==> config.mk <==
export PLATFORM = sky130hd
export DESIGN_NAME = idelay_tap_ctrl
export DESIGN_NICKNAME = d
export VERILOG_FILES = /design/src/rtl/idelay_tap_ctrl.sv
export SDC_FILE = /design/constraint.sdc
export NUM_CORES = 1
export LEC_CHECK = 0
export ABC_AREA = 1
export CAP_MARGIN = 20
export CORE_UTILIZATION = 44
export DETAILED_ROUTE_END_ITERATION = 10
export GPL_ROUTABILITY_DRIVEN = 0
export PLACE_DENSITY = 0.81
export SKIP_CTS_REPAIR_TIMING = 1
export SLEW_MARGIN = 40
export SYNTH_ARGS = -nofsm -noshare
export SYNTH_HDL_FRONTEND = slang
export SYNTH_SLANG_ARGS = --single-unit
==> constraint.sdc <==
create_clock -name ref_clk_400m -period 1.6 [get_ports ref_clk_400m]
set_clock_uncertainty 0.05 [all_clocks]
set_input_delay 0.16 -clock ref_clk_400m [delete_from_list [all_inputs] [get_ports ref_clk_400m]]
set_output_delay 0.16 -clock ref_clk_400m [all_outputs]
set_load 0.005 [all_outputs]
==> src/rtl/idelay_tap_ctrl.sv <==
// Tap-load sequencer for IDELAY lines: EN_VTC off, LOAD, settle, readback check, EN_VTC on.
// Aborts to FINISH if IDELAYCTRL ready drops during the active part of the sequence.
module idelay_tap_ctrl #(
  parameter int NUM_CH   = 4,
  parameter int TAP_W    = 9,
  parameter int MAX_TAP  = 511,
  parameter int VTC_WAIT = 16
) (
  input  logic                    ref_clk_400m,
  input  logic                    reset_n,
  input  logic                    i_idelay_rdy,
  input  logic                    i_req,
  input  logic [NUM_CH-1:0]       i_ch_mask,
  input  logic [NUM_CH*TAP_W-1:0] i_cnt_value,
  input  logic [NUM_CH*TAP_W-1:0] i_cnt_value_out,
  output logic [NUM_CH*TAP_W-1:0] o_cnt_value,
  output logic [NUM_CH-1:0]       o_load,
  output logic [NUM_CH-1:0]       o_en_vtc,
  output logic                    o_busy,
  output logic                    o_done,
  output logic [NUM_CH-1:0]       o_err_mask,
  output logic                    o_abort
);

  typedef enum logic [2:0] {
    IDLE, WAIT_RDY, VTC_OFF, LOAD, SETTLE, VERIFY, FINISH
  } state_t;

  state_t                    state_q, state_d;
  logic [7:0]                cnt_q, cnt_d;
  logic [NUM_CH-1:0]         mask_q, mask_d;
  logic [NUM_CH*TAP_W-1:0]   taps_q, taps_d;
  logic [NUM_CH-1:0]         err_q, err_d;
  logic                      abort_q, abort_d;
  logic [NUM_CH*TAP_W-1:0]   clamped;
  logic [NUM_CH-1:0]         mismatch;

  always_ff @(posedge ref_clk_400m or negedge reset_n) begin
    if (!reset_n) begin
      state_q <= IDLE;
      cnt_q   <= '0;
      mask_q  <= '0;
      taps_q  <= '0;
      err_q   <= '0;
      abort_q <= 1'b0;
    end else begin
      state_q <= state_d;
      cnt_q   <= cnt_d;
      mask_q  <= mask_d;
      taps_q  <= taps_d;
      err_q   <= err_d;
      abort_q <= abort_d;
    end
  end

  always_comb begin
    logic [TAP_W-1:0] tap;
    tap      = '0;
    clamped  = '0;
    mismatch = '0;
    for (int unsigned n = 0; n < NUM_CH; n++) begin
      tap = i_cnt_value[n*TAP_W +: TAP_W];
      clamped[n*TAP_W +: TAP_W] = (tap > TAP_W'(MAX_TAP)) ? TAP_W'(MAX_TAP) : tap;
      mismatch[n] = (i_cnt_value_out[n*TAP_W +: TAP_W] != taps_q[n*TAP_W +: TAP_W]);
    end
  end

  always_comb begin
    state_d = state_q;
    cnt_d   = cnt_q;
    mask_d  = mask_q;
    taps_d  = taps_q;
    err_d   = err_q;
    abort_d = abort_q;
    unique case (state_q)
      IDLE: begin
        if (i_req) begin
          mask_d  = i_ch_mask;
          taps_d  = clamped;
          err_d   = '0;
          abort_d = 1'b0;
          if (i_ch_mask == '0) begin
            state_d = FINISH;
          end else if (!i_idelay_rdy) begin
            state_d = WAIT_RDY;
          end else begin
            state_d = VTC_OFF;
            cnt_d   = 8'(VTC_WAIT - 1);
          end
        end
      end
      WAIT_RDY: begin
        if (i_idelay_rdy) begin
          state_d = VTC_OFF;
          cnt_d   = 8'(VTC_WAIT - 1);
        end
      end
      VTC_OFF: begin
        if (!i_idelay_rdy) begin
          state_d = FINISH;
          abort_d = 1'b1;
        end else if (cnt_q == '0) begin
          state_d = LOAD;
        end else begin
          cnt_d = cnt_q - 8'd1;
        end
      end
      LOAD: begin
        if (!i_idelay_rdy) begin
          state_d = FINISH;
          abort_d = 1'b1;
        end else begin
          state_d = SETTLE;
          cnt_d   = 8'd1;
        end
      end
      SETTLE: begin
        if (!i_idelay_rdy) begin
          state_d = FINISH;
          abort_d = 1'b1;
        end else if (cnt_q == '0) begin
          state_d = VERIFY;
        end else begin
          cnt_d = cnt_q - 8'd1;
        end
      end
      VERIFY: begin
        state_d = FINISH;
        if (!i_idelay_rdy) abort_d = 1'b1;
        else               err_d   = mask_q & mismatch;
      end
      FINISH:  state_d = IDLE;
      default: state_d = IDLE;
    endcase
  end

  always_comb begin
    o_en_vtc = '1;
    o_load   = '0;
    o_busy   = 1'b0;
    o_done   = 1'b0;
    unique case (state_q)
      WAIT_RDY:                o_busy = 1'b1;
      VTC_OFF, SETTLE, VERIFY: begin
        o_busy   = 1'b1;
        o_en_vtc = ~mask_q;
      end
      LOAD: begin
        o_busy   = 1'b1;
        o_en_vtc = ~mask_q;
        o_load   = mask_q;
      end
      FINISH:  o_done = 1'b1;
      default: ;
    endcase
  end

  assign o_cnt_value = taps_q;
  assign o_err_mask  = err_q;
  assign o_abort     = abort_q;

endmodule
# Yosys cells after proc, flatten, opt, wreduce, memory -nomap -nowiden
# Cells that the tools add are included.
totals:
  wordCells: 78
  inputBits: 80
  out_inout_bits: 51
  ff_bits: 56
classes:
  muxes: 31
  n_bitwise: 2
  n_reduce_logical: 14
  order_cmp: 4
  n_eq_ne: 20
  addsub: 1
ops:
  columns: ["operator", "n"]
  rows:
  - ["8-bit 2-to-1 mux", 6]
  - ["9-bit greater-than comparator, second input constant", 4]
  - ["9-bit 2-to-1 mux", 4]
  - ["9-bit inequality test", 4]
  - ["8-bit case mux with 4 select lines", 1]
  - ["3-bit 2-to-1 mux", 7]
  - ["3-bit case mux with 6 select lines", 1]
  - ["4-bit 2-to-1 mux", 4]
  - ["2-bit inequality test, second input constant", 7]
  - ["3-bit == test, second input constant", 3]
  - ["8-bit zero test", 1]
  - ["4-bit case mux with 2 select lines", 1]
  - ["8-bit by 1-bit subtractor with 8-bit output, second input constant", 1]
  - ["3-bit by 2-bit == test with 1-bit output, second input constant", 2]
  - ["3-bit inequality test, second input constant", 2]
  - ["3-bit AND reduction", 2]
  - ["6-bit AND reduction", 1]
  - ["5-bit OR reduction", 1]
  - ["4-bit bitwise AND", 1]
  - ["4-bit zero test", 1]
  - ["1-bit 2-to-1 mux", 4]
  - ["2-bit 2-to-1 mux", 2]
  - ["4-bit inverter", 1]
  - ["4-bit AND reduction", 1]
  - ["other kinds (9)", 10]

# Logic depth before layout (Yosys ltp)
# Gate-level depths: netlist of run 1.
depth:
  ltp_word: 4
  ltp_mapped: 9
  ltp_nobuf: 9

# Worst setup path after synthesis of run 1
# Ideal clock, no wire load.
synth_timing:
  path_kind: "register -> register"
  start: "register state_q[0]"
  end: "register taps_q[10] (netlist: o_cnt_value[10])"
  required_time_ps: 1425
  t_arrival_ps: 1215
  setup_slack_ps: 210
  synth_period_minus_slack_ps: 1390
  stages_incl_launch_ff: 7
  path_buffers: 1
  setup_ps: 125
  cell_sequence: "dfrtp_1 > nor2_2 > nand2_2 > inv_2 > nand2_4 > buf_6 > mux2_4"
synth_between:
  elab_chain_cells: 2
synth_lines:
  columns: ["element", "line", "text"]
  rows:
  - ["start: declaration", "29", "state_t state_q, state_d;"]
  - ["start signal: assignment", "47", "state_q <= state_d;"]
  - ["3-bit zero test", "75", "unique case (state_q)"]
  - ["2-bit AND reduction (no source line)", null, null]
  - ["end signal: assignment", "50", "taps_q <= taps_d;"]
  - ["end: declaration", "32", "logic [NUM_CH*TAP_W-1:0] taps_q, taps_d;"]
# Every way passes these cells.
# A chain may end at the register's enable or synchronous reset.

# Final worst setup path of run 1
layout_timing:
  start: "register state_q[2]"
  end: "output port o_en_vtc[0]"
layout_between:
  elab_chain_cells: 3
  word_cells_on_any_way: 6
  classes_between: "eq/ne (4); mux (1); reduce/logical (1)"
layout_lines:
  columns: ["element", "line", "text"]
  rows:
  - ["3-bit by 2-bit == test with 1-bit output / 3-bit == test (equally long branches)", "142", "unique case (state_q)"]
  - ["4-bit OR reduction (no source line) *", null, null]
  - ["4-bit 2-to-1 mux *", null, null]
  - ["end: declaration", "18", "output logic [NUM_CH-1:0] o_en_vtc,"]
# Mark *: on every way between the ends. The rest lies on a longest branch, timed or not.

==> results of run 1 <==
[worst max-delay path: cells and delay by family, from the launching register on]
| family | cells | cell delay, ns |
|---|---|---|
| and+or+nand+nor | 5 | 0.40 |
| buffers and inverters | 4 | 0.46 |
| DFF | 1 | 0.41 |
[cell usage after synthesis]
cell and number:
nor2_1 41, mux2_2 2, nand3b_1 1, nand3_2 1, o21ai_1 2, nand3_4 1
nand2_4 2, nand2_2 7, inv_1 40, xor2_1 8, nand2_1 91, o21ai_0 10
o21bai_1 2, nor2_2 2, nor3_1 2, buf_6 4, mux2_4 28, ha_1 2
nand4_1 3, or2_1 1, buf_2 2, dfrtp_1 56, nand3_1 12, nor2_4 2
o21ai_2 4, a21oi_1 9, xnor2_1 24, inv_2 2
[layer usage]
metal / wire length, µm / share of wire / up-vias
met5: 0 / 0 / -
met4: 228 / 0.027 / 0
met2: 4358 / 0.52 / 104
met1: 3408 / 0.40 / 1353
li1: - / - / 1441
met3: 440 / 0.052 / 21
[power breakdown]
| group | internal [µW] | switching [µW] | leakage [µW] |
|---|---|---|---|
| logic | 2930 | 2100 | 0.00168 |
| registers | 2090 | 657 | 0.000674 |
| clock network | 323 | 501 | 0.0000463 |
[state kept, by name, indices dropped and copies added (netlist names)]
signal / count
o_cnt_value: 36
cnt_q: 8
mask_q: 4
o_err_mask: 4
state_q: 3
o_abort: 1
[final timing paths]
| path | start | slack [ns] | endpoint |
|---|---|---|---|
| setup / recovery | state_q[2] | -0.19 | o_en_vtc[0] |
| hold / removal | reset_n | 0.22 | o_cnt_value[29] |
| setup reg to reg | state_q[1] | -0.12 | o_cnt_value[8] |
| hold reg to reg | cnt_q[0] | 0.44 | cnt_q[0] |
| max in group asynchronous | reset_n | 0.82 | state_q[1] |
| min in group ref_clk_400m | i_ch_mask[2] | 0.36 | mask_q[2] |
[cell type report]
class | count | area [µm²]
Timing Repair Buffer | 154 | 1495
Sequential cell | 56 | 1403
Inverter | 42 | 160.2
Clock inverter | 3 | 27.53
Multi-Input combinational cell | 258 | 1703
Tap cell | 96 | 120.1
Clock buffer | 5 | 68.82
Fill cell | 505 | 1967
[cell families (layout without fill, tap and decap cells)]
| family | Yosys count | after routing | share of synthesized area |
|---|---|---|---|
| compound gates | 27 | 27 | 0.04782 |
| xor+xnor | 32 | 32 | 0.08639 |
| fa+ha+maj | 2 | 2 | 0.007712 |
| buf+inv | 48 | 204 | 0.06556 |
| flops | 56 | 56 | 0.4319 |
| mux | 30 | 30 | 0.1365 |
| simple gates | 166 | 167 | 0.2241 |
[stage by stage]
step,setup WS (ns),hold WS [ns],instances,util,total power (µW)
3_5_place_dp,-0.2917,0.03959,599,0.6881,7565
5_1_grt,-0.2863,0.2239,614,0.7168,9228
3_3_place_gp,-0.2182,0.03432,599,0.6881,7418
4_1_cts,-0.6520,-0.3094,607,0.7020,8430
2_1_floorplan,0.2102,-0.1856,361,-,5375
6_report,-0.1921,0.2184,614,0.7168,8605
==> summary.txt, run 1 <==
Outcome
  – Status: complete, but fails checks
  – Failing checks: negative setup slack

Global route
  – GRT Total Usage: 0.2099
  – Initial antenna violation count: 0
  – Gr busiest metal: met2
  – First-pass GRT wire length: 12430 µm
  – Number of global-route vias before repair: 2740
  – Met2 Usage GRT: 0.3770
  – Largest net degree at the start of global routing: 29
  – Total congestion overflow: 0
  – M1 GR Usage: 0.2470
  – GR met3 Demand/Resource: 0.03205

Worst hold path
  – Worst hold path class: in2async

Floorplanning
  – Die width: 87.87 µm
  – I/O pin count: 131
  – Die Y: ~88 µm
  – Die area: roughly 7700 µm²
  – Num rows: 30
  – Starting density of the core: 0.4672
  – Std-Cell Core Area: 6944 µm²

Final layout
  – Final Net Count: 599
  – Area grow syn2layout: 53.41%
  – # diodes: 0
  – Fraction of layout cells with a size suffix above 1: 0.1988
  – Commonest non-fill, non-tap cells in the layout: 119 x clkdlybuf4s50_1, 88 x nand2_1, 55 x dfrtp_1, 37 x inv_1, 37 x nor2_1
  – Commonest non-fill, non-tap cell in the layout: clkdlybuf4s50_1
  – Final Instance Area: 4977 µm²

Setup path
  – Slowest stage delay, CP: 0.41 ns
  – Worst Path Max Fanout: 5
  – Worst path cell trace: inv_2 -> nand2_2 -> nor2_4 -> buf_6 -> nor2_4 -> nand2_4 -> buf_4 -> nand2_1 -> dlymetal6s2s_1
  – Critical Path RT: 1.39 ns
  – Most common cell on crit path: nor2_4
  – Setup crit end kind: output port
  – CP Class: reg2out
  – Setup crit start kind: flop
  – Reg2reg path depth: 7
  – Slowest stage cell, crit path: dfrtp_1
  – Worst Path Arrival: 1.58 ns

Clock tree
  – Root Driver: clkbuf_8
  – CTS H-tree lvls: 2
  – CTS buffer count: 5
  – Clock-pin slew on the worst setup and hold paths: roughly 0.10 ns
  – CTS tree: yes
  – Clock insertion delay at the later pin of the skew report: between 0.3 and 0.4 ns
  – CTS Buffer Depth: 2
  – Clock Sink Count: 56

Pwr
  – VDD IR max: 1.019 mV
  – Leakage: between 0.002 and 0.0025 µW
  – Power per cell area: 1729 nW/µm²

Timing
  – Setup WS post-layout: -0.1921 ns
  – Hold Fails Final Rpt: 0
  – RSZ-0062 raised after global routing: true
  – Fin crit share: 1.120
  – Achievable Freq: 0.5580 GHz
  – Setup TNS: -4.053 ns
  – Final setup fails: 37
  – Final critical-path required period: 1.792 ns
  – Max Slew Vio Count: 0
  – Relative slew slack: 0.7628
  – Worst-margin pin slew: ~0.36 ns

Synthesis
  – Syn nets: 443
  – Mapped cell area: 3244 µm²
  – Syn. warnings: 0
  – Synth area leaders: dfrtp_1 43%, mux2_4 13%, nand2_1 11%, xnor2_1 6.5%, nor2_1 4.7%
  – Yosys cell types: 28
  – Post-synth top area share: 0.4319
  – Post-synthesis sequential area ratio: 0.4319
  – Register bit total from synthesis: 56
  – Yosys top cell by area: dfrtp_1
  – Synth Instances: roughly 360
  – Post-Synthesis Mean Instance Area: ~9.0 µm²

Drt
  – Drt drc: 0
  – Routed vias/inst: 4.754
  – Vias: 2919
  – Post-route ant nets: 0
  – Detailed Routing Iterations Pass 1: 4
  – DRT iter0 DRCs: between 80 and 90
  – WL final: ~8400 µm
  – WL per Instance: 13.74 µm

Place
  – DP HPWL: ~6600 µm
  – Port Buf Inserts: 130
  – Placed cell areas: 4778 µm²

Run
  – MaxCap Viol Count: 0
Note: power is estimated with default switching activity, not from simulation.
==> inputs of run 2 (changes only) <==
--- a/config.mk
+++ b/config.mk
@@ -6,6 +6,7 @@
 export NUM_CORES = 1
 export LEC_CHECK = 0
 export ABC_AREA = 1
+export ABC_CLOCK_PERIOD_IN_PS = 1600
 export CAP_MARGIN = 20
 export CORE_UTILIZATION = 44
 export DETAILED_ROUTE_END_ITERATION = 10
==> results of run 2 <==
The final DEF is identical to that of run 1; final timing and power are the same.
==> inputs of run 3 (changes only) <==
--- a/config.mk
+++ b/config.mk
@@ -9,6 +9,7 @@
 export ABC_CLOCK_PERIOD_IN_PS = 1600
 export CAP_MARGIN = 20
 export CORE_UTILIZATION = 44
+export CTS_CLUSTER_SIZE = 40
 export DETAILED_ROUTE_END_ITERATION = 10
 export GPL_ROUTABILITY_DRIVEN = 0
 export PLACE_DENSITY = 0.81
@@ -17,3 +18,4 @@
 export SYNTH_ARGS = -nofsm -noshare
 export SYNTH_HDL_FRONTEND = slang
 export SYNTH_SLANG_ARGS = --single-unit
+export TNS_END_PERCENT = 10
==> summary.txt, run 3 (synthesis results as in run 1) <==
Setup path
  – CP Class: reg2out (unchanged)
  – Worst path cell trace: nand2_2 -> nor2_4 -> buf_4 -> nor2_4 -> nand2_4 -> or2_1 -> clkbuf_2 (was inv_2 -> nand2_2 -> nor2_4 -> buf_6 -> nor2_4 -> nand2_4 -> buf_4 -> nand2_1 -> dlymetal6s2s_1)
  – Worst Path Arrival: 1.60 ns (was 1.58 ns)
  – Slowest stage cell, crit path: dfrtp_2 (was dfrtp_1)
  – Setup crit end kind: output port (unchanged)
  – R2R setup slack: -0.09 ns (was -0.12 ns)
  – Setup crit start kind: flop (unchanged)
  – RR Startpoint: state_q[1] (unchanged)
  – Slowest stage delay, CP: 0.46 ns (was 0.41 ns)
  – Critical Path RT: 1.39 ns (about the same)
  – Most common cell on crit path: nor2_4 (unchanged)
  – Worst Path Max Fanout: 5 (unchanged)
  – WP buf/inv: 2 (was 4)
  – Top delay family on crit path: simple AND/OR/NAND/NOR gates (was buffers and inverters)
  – Worst setup startpoint: state_q[1] (was state_q[2])

Final layout
  – Final Instance Area: 4943 µm² (was 4977 µm²)
  – Non-Filler Instances: 612 (was 614)
  – Commonest non-fill, non-tap cell in the layout: clkdlybuf4s50_1 (unchanged)
  – Fraction of layout cells with a size suffix above 1: 0.1880 (was 0.1988)
  – # diodes: 0 (unchanged)
  – Final Net Count: 597 (was 599)
  – Max FFs per register: 36 (unchanged)
  – Area grow syn2layout: 52.37% (was 53.41%)
  – Commonest non-fill, non-tap cells in the layout: 119 x clkdlybuf4s50_1, 89 x nand2_1, 55 x dfrtp_1, 38 x nor2_1, 37 x inv_1 (was 119 x clkdlybuf4s50_1, 88 x nand2_1, 55 x dfrtp_1, 37 x inv_1, 37 x nor2_1)

Drt
  – DRT iter0 DRCs: 116 (was 83)
  – Vias: 2891 (was 2919)
  – WL met3: 449 µm (was 440 µm)
  – Max layer used: met4 (unchanged)
  – Met1 WL: 3333 µm (was 3408 µm)
  – Post-route ant nets: 0 (unchanged)
  – Detailed Routing Iterations Pass 1: 4 (unchanged)
  – Routed vias/inst: 4.724 (was 4.754)
  – Met2 Wirelength: 4302 µm (was 4358 µm)
  – WL final: 8277 µm (was 8435 µm)
  – WL per Instance: 13.52 µm (was 13.74 µm)
  – Drt drc: 0 (unchanged)

Place
  – Cells after DPL: 599 (unchanged)
  – Placed cell areas: 4778 µm² (unchanged)
  – DP HPWL: 6560 µm (unchanged)
  – Port Buf Inserts: 130 (unchanged)

Clock tree
  – CTS Buffer Depth: 2 (unchanged)
  – Root Driver: clkbuf_8 (unchanged)
  – CTS H-tree lvls: 2 (unchanged)
  – CTS buffer count: 5 (unchanged)
  – Clock-pin slew on the worst setup and hold paths: 0.10 ns (about the same)
  – Clock insertion delay at the later pin of the skew report: 0.31 ns (about the same)
  – Clock Sink Count: 56 (unchanged)
  – CTS tree: yes (unchanged)

Timing
  – Final critical-path required period: 1.810 ns (was 1.792 ns)
  – Max Slew Vio Count: 0 (unchanged)
  – Relative slew slack: 0.7575 (was 0.7628)
  – Hold Fails Final Rpt: 0 (unchanged)
  – Achievable Freq: 0.5524 GHz (was 0.5580 GHz)
  – Worst-margin pin slew: 0.3637 ns (was 0.3558 ns)
  – Final setup fails: 37 (unchanged)
  – Fin crit share: 1.131 (was 1.120)
  – RSZ-0062 raised after global routing: true (unchanged)
  – Setup WS post-layout: -0.2103 ns (was -0.1921 ns)

Pwr
  – Leakage: 0.002385 µW (was 0.002398 µW)
  – VDD IR max: 1.005 mV (was 1.019 mV)
  – Comb power frac: 0.582 (was 0.585)
  – Power per cell area: 1724 nW/µm² (was 1729 nW/µm²)
  – Internal power: 5310 µW (was 5344 µW)
  – Sequential share of power: 0.322 (was 0.319)
  – Sw frac: 0.3771 (was 0.3790)
  – P_sw: 3215 µW (was 3261 µW)
  – Clk pwr share: 0.096 (about the same)

Floorplanning
  – Std-Cell Core Area: 6944 µm² (unchanged)
  – Die Y: 87.87 µm (unchanged)
  – I/O pin count: 131 (unchanged)
  – Die width: 87.87 µm (unchanged)
  – Starting density of the core: 0.4672 (unchanged)
  – Die area: 7721 µm² (unchanged)
  – Num rows: 30 (unchanged)

Global route
  – Total congestion overflow: 0 (unchanged)
  – Initial antenna violation count: 0 (unchanged)
  – GRT Total Usage: 0.2099 (unchanged)
  – Number of global-route vias before repair: 2740 (unchanged)
  – Largest net degree at the start of global routing: 29 (unchanged)
  – First-pass GRT wire length: 12430 µm (unchanged)

Outcome
  – Status: complete, but fails checks (unchanged)
  – Failing checks: negative setup slack (unchanged)

Worst hold path
  – Worst hold path class: in2async (unchanged)

Run
  – MaxCap Viol Count: 0 (unchanged)
run 3: metal layers:
layer	vias up	GRT usage
met5	-	0
met4	0	0.09389
met3	16	0.03205
met2	111	0.3770
met1	1334	0.2470
li1	1430	-
run 3: worst paths after layout:
check                           depth (start not counted)         endpoint
worst min register to register                          2         cnt_q[0]
min in group ref_clk_400m                               3        mask_q[2]
worst max register to register                          7   o_cnt_value[8]
max in group asynchronous                               3       state_q[1]
worst max-delay path                                    7           o_busy
worst min-delay path                                    2  o_cnt_value[29]
run 3: cell type report:
cell class                 instances  area (µm²)
inverter                          42       160.2
timing repair buffer             153        1489
fill                             508        2001
clock buffer                       5       68.82
tap                               96       120.1
multi-input combinational        257        1675
clock inverter                     3       27.53
sequential                        56        1403
run 3: power groups by stage:
| stage | clock, µW | sequential (µW) | combinational, µW |
|---|---|---|---|
| 2_1_floorplan | 0 | 2700 | 2670 |
| 3_3_place_gp | 0 | 2730 | 4690 |
| 3_5_place_dp | 0 | 2760 | 4810 |
| 4_1_cts | 849 | 2730 | 4850 |
| 5_1_grt | 912 | 2840 | 5400 |
| 6_report | 820 | 2750 | 4960 |
run 3: stage by stage:
stage / total power (µW) / setup slack (ns) / hold slack (ns) / TNS (ns) / util
after floorplan: 5375 / 0.2102 / -0.1856 / 0 / -
after global placement: 7418 / -0.2182 / 0.03432 / -1.221 / 0.6881
after detailed placement: 7565 / -0.2917 / 0.03959 / -1.768 / 0.6881
after CTS: 8430 / -0.6520 / -0.3094 / -5.465 / 0.7020
after global routing: 9155 / -0.3138 / 0.2239 / -7.073 / 0.7119
final: 8525 / -0.2103 / 0.2210 / -3.207 / 0.7119
